File: config.mk
export PLATFORM = sky130hd
export DESIGN_NAME = op_uart_sender_flat
export DESIGN_NICKNAME = d
export VERILOG_FILES = /design/src/rtl/op_codes_pkg.sv /design/src/rtl/op_uart_sender_if.sv /design/src/rtl/uart_tx_byte.sv /design/src/rtl/op_uart_sender.sv /design/src/flat_wrapper.sv
export SDC_FILE = /design/constraint.sdc
export NUM_CORES = 1
export LEC_CHECK = 0
export BUFFER_PORTS_ARGS = -buffer_cell sky130_fd_sc_hd__buf_2
export CAP_MARGIN = 20
export CORE_MARGIN = 2
export CORE_UTILIZATION = 35
export CTS_BUF_LIST = sky130_fd_sc_hd__clkbuf_4
export DETAILED_ROUTE_END_ITERATION = 10
export MAX_ROUTING_LAYER = met4
export SLEW_MARGIN = 10
export SYNTH_ARGS = -nofsm -noshare
export SYNTH_HDL_FRONTEND = slang
export SYNTH_SLANG_ARGS = --single-unit
File: constraint.sdc
create_clock -name clk -period 2.1 [get_ports clk]
set_input_delay 0.105 -clock clk [delete_from_list [all_inputs] [get_ports clk]]
set_output_delay 0.105 -clock clk [all_outputs]
set_load 0.02 [all_outputs]
File: src/rtl/op_codes_pkg.sv
// op_codes_pkg: operate-code field values, UART frame levels and transmitter states
package op_codes_pkg;
  localparam logic [1:0] CHAN_OPERATE = 2'b10;
  localparam logic [4:0] OP_NULL = 5'b00000;
  localparam logic [4:0] OP_GET = 5'b00001;
  localparam logic [4:0] OP_PUT = 5'b00010;
  localparam logic [4:0] OP_INTERACT = 5'b00100;
  localparam logic [4:0] OP_MOVE = 5'b01000;
  localparam logic [4:0] OP_THROW = 5'b10000;
  localparam logic [4:0] OP_ANY = OP_GET | OP_PUT | OP_INTERACT | OP_MOVE | OP_THROW;
  localparam logic START_BIT = 1'b0;
  localparam logic STOP_BIT = 1'b1;
  typedef enum logic [1:0] {IDLE, START, DATA, STOP} tx_state_t;
  // multi-hot op fields are accepted; only a change of op field counts as a new code
  function automatic logic is_op_code(input logic [7:0] d, input logic [4:0] prev_op);
    return d[1:0] == CHAN_OPERATE && (d[6:2] & OP_ANY) != OP_NULL && d[6:2] != prev_op;
  endfunction
endpackage

File: src/rtl/op_uart_sender_if.sv
// op_uart_sender_if: operate-code input, UART line and status flags
interface op_uart_sender_if;
  logic [7:0] data_in;
  logic clear_ovf;
  logic tx;
  logic busy;
  logic overflow;
  modport master(output data_in, clear_ovf, input tx, busy, overflow);
  modport slave(input data_in, clear_ovf, output tx, busy, overflow);
endinterface

File: src/rtl/uart_tx_byte.sv
// uart_tx_byte: 8N1 serializer, accepts a byte whenever idle
module uart_tx_byte
  import op_codes_pkg::*;
#(
  parameter int DIV = 10
) (
  input  logic       clk,
  input  logic       rst_n,
  input  logic [7:0] data,
  input  logic       valid,
  output logic       ready,
  output logic       tx
);
  localparam int CW = $clog2(DIV);
  tx_state_t state, state_n;
  logic [CW-1:0] cnt, cnt_n;
  logic [2:0] idx, idx_n;
  logic [7:0] sh, sh_n;
  logic tx_n, last;
  assign last = cnt == CW'(DIV - 1);
  assign ready = state == IDLE;
  always_ff @(posedge clk or negedge rst_n)
    if (!rst_n) begin
      state <= IDLE;
      cnt <= '0;
      idx <= '0;
      sh <= '0;
      tx <= STOP_BIT;
    end else begin
      state <= state_n;
      cnt <= cnt_n;
      idx <= idx_n;
      sh <= sh_n;
      tx <= tx_n;
    end
  // state only changes on a bit boundary (or out of IDLE), so the counter restarts on every entry
  always_comb begin
    state_n = state;
    cnt_n = (last || state == IDLE) ? '0 : cnt + 1'b1;
    idx_n = idx;
    sh_n = sh;
    tx_n = STOP_BIT;
    case (state)
      IDLE: if (valid) begin
        state_n = START;
        sh_n = data;
      end
      START: begin
        tx_n = START_BIT;
        if (last) begin
          state_n = DATA;
          idx_n = '0;
        end
      end
      DATA: begin
        tx_n = sh[0];
        if (last) begin
          sh_n = sh >> 1;
          idx_n = idx + 1'b1;
          state_n = idx == 3'd7 ? STOP : DATA;
        end
      end
      STOP: state_n = last ? IDLE : STOP;
      default: state_n = IDLE;
    endcase
  end
endmodule

File: src/rtl/op_uart_sender.sv
// op_uart_sender: captures new operate codes into a FIFO and sends them over UART 8N1
module op_uart_sender
  import op_codes_pkg::*;
#(
  parameter int CLK_FREQ = 100000000,
  parameter int BAUD = 9600,
  parameter int FIFO_DEPTH = 4
) (
  input logic clk,
  input logic rst_n,
  op_uart_sender_if.slave bus
);
  localparam int DIV = CLK_FREQ / BAUD;
  localparam int AW = $clog2(FIFO_DEPTH);
  logic [7:0] mem [FIFO_DEPTH];
  logic [AW:0] wp, rp;
  logic [4:0] prev_op;
  logic valid, full, empty, ready, pop, push;
  assign valid = is_op_code(bus.data_in, prev_op);
  assign empty = wp == rp;
  assign full = wp == {~rp[AW], rp[AW-1:0]};
  assign pop = ready & ~empty;
  // a pop in the same cycle frees the slot, so a full FIFO still accepts
  assign push = valid & (~full | pop);
  uart_tx_byte #(.DIV(DIV)) u_tx (
    .clk(clk),
    .rst_n(rst_n),
    .data(mem[rp[AW-1:0]]),
    .valid(~empty),
    .ready(ready),
    .tx(bus.tx)
  );
  always_ff @(posedge clk)
    if (push) mem[wp[AW-1:0]] <= {1'b0, bus.data_in[6:0]};
  always_ff @(posedge clk or negedge rst_n)
    if (!rst_n) begin
      wp <= '0;
      rp <= '0;
      prev_op <= OP_NULL;
      bus.overflow <= 1'b0;
      bus.busy <= 1'b0;
    end else begin
      prev_op <= bus.data_in[6:2];
      wp <= wp + (AW + 1)'(push);
      rp <= rp + (AW + 1)'(pop);
      bus.overflow <= (valid & full & ~pop) | (bus.overflow & ~bus.clear_ovf);
      bus.busy <= ~ready | ~empty;
    end
endmodule

File: src/flat_wrapper.sv
// flat-port wrapper written by rule: the top's interface ports become plain ports
module op_uart_sender_flat import op_codes_pkg::*;
#(
  parameter int CLK_FREQ = 100000000,
  parameter int BAUD = 9600,
  parameter int FIFO_DEPTH = 4
)
  (clk, rst_n, bus_data_in, bus_clear_ovf, bus_tx, bus_busy, bus_overflow);
  op_uart_sender_if bus_i ();
  input logic clk;
  input logic rst_n;
  input wire logic [$bits(bus_i.data_in)-1:0] bus_data_in;
  input wire logic [$bits(bus_i.clear_ovf)-1:0] bus_clear_ovf;
  output wire logic [$bits(bus_i.tx)-1:0] bus_tx;
  output wire logic [$bits(bus_i.busy)-1:0] bus_busy;
  output wire logic [$bits(bus_i.overflow)-1:0] bus_overflow;
  assign bus_i.data_in = bus_data_in;
  assign bus_i.clear_ovf = bus_clear_ovf;
  assign bus_tx = bus_i.tx;
  assign bus_busy = bus_i.busy;
  assign bus_overflow = bus_i.overflow;
  op_uart_sender #(.CLK_FREQ(CLK_FREQ), .BAUD(BAUD), .FIFO_DEPTH(FIFO_DEPTH)) u_core (.clk(clk), .rst_n(rst_n), .bus(bus_i));
endmodule
==> flow_summary_export.csv <==
group,metric,value,unit
outcome,outcome,"finished clean",
grt,grt_overflow,0,
final_layout,finalNetCount,271,
sta,hold_viol,0,
yosys,synth_seq_cells,68,
clock_network,cts_made_buffers,9,
die,die_w,96.14,µm
grt,grt_max_degree,22,
routing,drt_iter0_markers,42,
routing,routed-wl-met2,2.394,mm
critical_path,rrSetupSlack,0.05,ns
clock_network,cts_tree,"done",
yosys,yosysSeqAreaShare,62.02,%
routing,vias,1712,
sta,fmax,487.0,MHz
critical_path,ff2ff_path_depth,8,
die,die_y,96.14,µm
yosys,synth-async-reset-ratio,58.82,%
final_layout,multi_input_comb_area,1081,µm²
routing,drt_wl_total,4.933,mm
sta,tightestPinTransition,0.6078,ns
final_layout,insertedDiodeCount,0,
grt,antenna_found_initial,0,
clock_network,cts_num_sinks,68,
sta,finalCritPeriodShare,97.79,%
sta,maxSlewViolCount,0,
clock_network,cts_max_level,3,
routing,drtPass1Iterations,5,
routing,top_layer,"met4",
routing,routed_wire_length_per_instance,13.59,µm
critical_path,end_kind,"flip-flop",
yosys,ys.flop_type,"dfrtp_1",
yosys,ys_types,40,
yosys,syn_nets,226,
clock_network,clock_path_buffers,2,
power_and_ir_drop,ir_worst_vdd,0.5006,mV
final_layout,final_cell_mix,"dfrtp_1 (39), edfxtp_1 (28), nor2_1 (23)",
critical_path,crit_fanout,3,
routing,wl_met1,2.357,mm
sta,maxSlewHeadroom,59.26,%
sta,finClkSkew,0.01968,ns
placed_design,place_congestion,0.7458,
placed_design,post-dp-hpwl,3.374,mm
yosys,synth_edf_count,28,
final_layout,syn_to_final_growth,18.69,%
power_and_ir_drop,power.density,1060,nW/µm²
sta,rsz0062_at_grt,"yes",
routing,met3_length,158,µm
clock_network,clk_transition_reported_paths,0.12,ns
routing,detail-route-antenna-nets,0,
final_layout,fillerInstances,725,
die,rows,33,
yosys,syn_inst,208,
grt,grt_first_pass_wirelength,8.418,mm
final_layout,drive_gt1_share,30.23,%
sta,setup_slack,0.04641,ns
critical_path,crit_required,2.39,ns
die,num_io_pins,14,
placed_design,place_ws,-0.03243,ns
routing,vias_per_cell,4.716,
sta,finalSetupViolCount,0,
grt,grt_use_total,12.63,%
routing,drc,0,
placed_design,dpl-instance-area,3268,µm²
final_layout,final_common_cell,"dfrtp_1",
clock_network,cts_root_buf,"clkbuf_4",
yosys,yosysWarningCount,0,
final_layout,seq_area,1843,µm²
final_layout,fin_area,3527,µm²
power_and_ir_drop,leakagePower,1.461,nW
placed_design,io_buffers,12,
critical_path,cp-start-kind,"flip-flop",
critical_path,path_class,"reg -> reg",
die,die_area,9243,µm²
yosys,netlist_area,2972,µm²
run,drv_cap,0,
hold_path,hold_path.class,"in -> async",
sta,min_period,2.054,ns
sta,final.setup.tns,0,ns
die,initial_core_util,36.17,%
yosys,synth.avg_cell_area,14.29,µm²
die,core,8217,µm²
grt,grt_pass1_vias,1742,
critical_path,worst_ep_arrival_time,2.34,ns
clock_network,insertion_delay,0.41,ns
## layer usage
layer  vias up  global-route usage, %
li1        844                      -
met1       842                  16.04
met2        24                  19.04
met3         2                  4.150
met4         0                  4.405
met5         -                      -
## sequential cells by signal, indices dropped and copies added (netlist names), 2 cells and up
signal,flops
u_core.mem,28
u_core.u_tx.cnt,14
u_core.u_tx.sh,7
u_core.prev_op,5
u_core.rp,3
u_core.u_tx.idx,3
u_core.wp,3
u_core.u_tx.state,2
## cells by family after synthesis
kind of cell               synth area share, %
buffers and inverters                    1.895
muxes                                    10.95
and+or+nand+nor                          11.20
DFF                                      62.02
xor gates and xnor gates                 6.779
AOI/OAI and AO/OA                        4.211
adders and majority gates                2.947
## synth_stat cells (2+ instances only)
library cell,instances,share of area [%]
nand2b_1,2,0.42
a22o_1,4,1.2
nor2_1,23,2.9
nor4_1,2,0.42
edfxtp_1,28,28
buf_2,3,0.51
nand3_1,6,1.0
nand4_1,3,0.63
mux2_4,6,3.0
dfrtp_1,39,33
mux2_2,6,2.3
and2_1,2,0.42
xor2_1,7,2.1
nand2_1,9,1.1
xnor2_1,16,4.7
a31o_2,2,0.59
inv_1,6,0.76
nor3_1,7,1.2
clkbuf_1,2,0.25
nor3b_1,2,0.51
mux4_2,7,5.3
o31a_1,2,0.59
ha_1,7,2.9
## power breakdown
| part | total [W] | internal, W | switching, W |
|---|---|---|---|
| registers | 0.00181 | 0.00164 | 0.000166 |
| logic | 0.00104 | 0.000585 | 0.000455 |
| clock network | 0.000890 | 0.000381 | 0.000509 |
## final timing paths
check,from,to
min in group clk,bus_clear_ovf,u_core.bus.overflow
max reg2reg,u_core.rp[0],u_core.wp[2]
max,u_core.rp[0],u_core.wp[2]
min,rst_n,u_core.u_tx.cnt[9]
max in group asynchronous,rst_n,u_core.u_tx.tx
min reg2reg,u_core.u_tx.cnt[0],u_core.u_tx.cnt[0]
## per-stage QoR
stage          hold WS (ns)  utilization (%)  power [W]  instances
2_1_floorplan       -0.1906                -   0.002522        208
3_3_place_gp        0.09401            39.77   0.002828        336
3_5_place_dp         0.1080            39.77   0.002858        336
4_1_cts              0.1896            42.74   0.003774        361
5_1_grt              0.2030            42.93   0.003983        363
6_report             0.1881            42.93   0.003739        363
## repair_timing
action / in CTS / in global routing
pin swaps: 1 / 1
hold buffers: 9 / 0
endpoints found under the setup margin: 7 / 14
gates resized for setup: 1 / 0
buffers inserted: 0 / 2
gates cloned: 0 / 0
hold endpoints to repair: 54 / 0
## worst max-delay path, stage by stage, from the launching register on
cell      delay, ns
dfrtp_1        0.40
xor2_1         0.17
or4b_4         0.56
o211ai_1       0.14
buf_4          0.16
inv_1          0.04
ha_1           0.17
ha_1           0.18
xor2_1         0.14
## final cells by class
cell class,instances,share of cell area [%]
multi-input combinational,127,30.65
timing repair buffer,41,8.514
clock buffer,9,1.916
tap,105,3.725
inverter,6,0.6385
sequential,68,52.25
clock inverter,7,2.306
(Power assumes the default switching activity.)
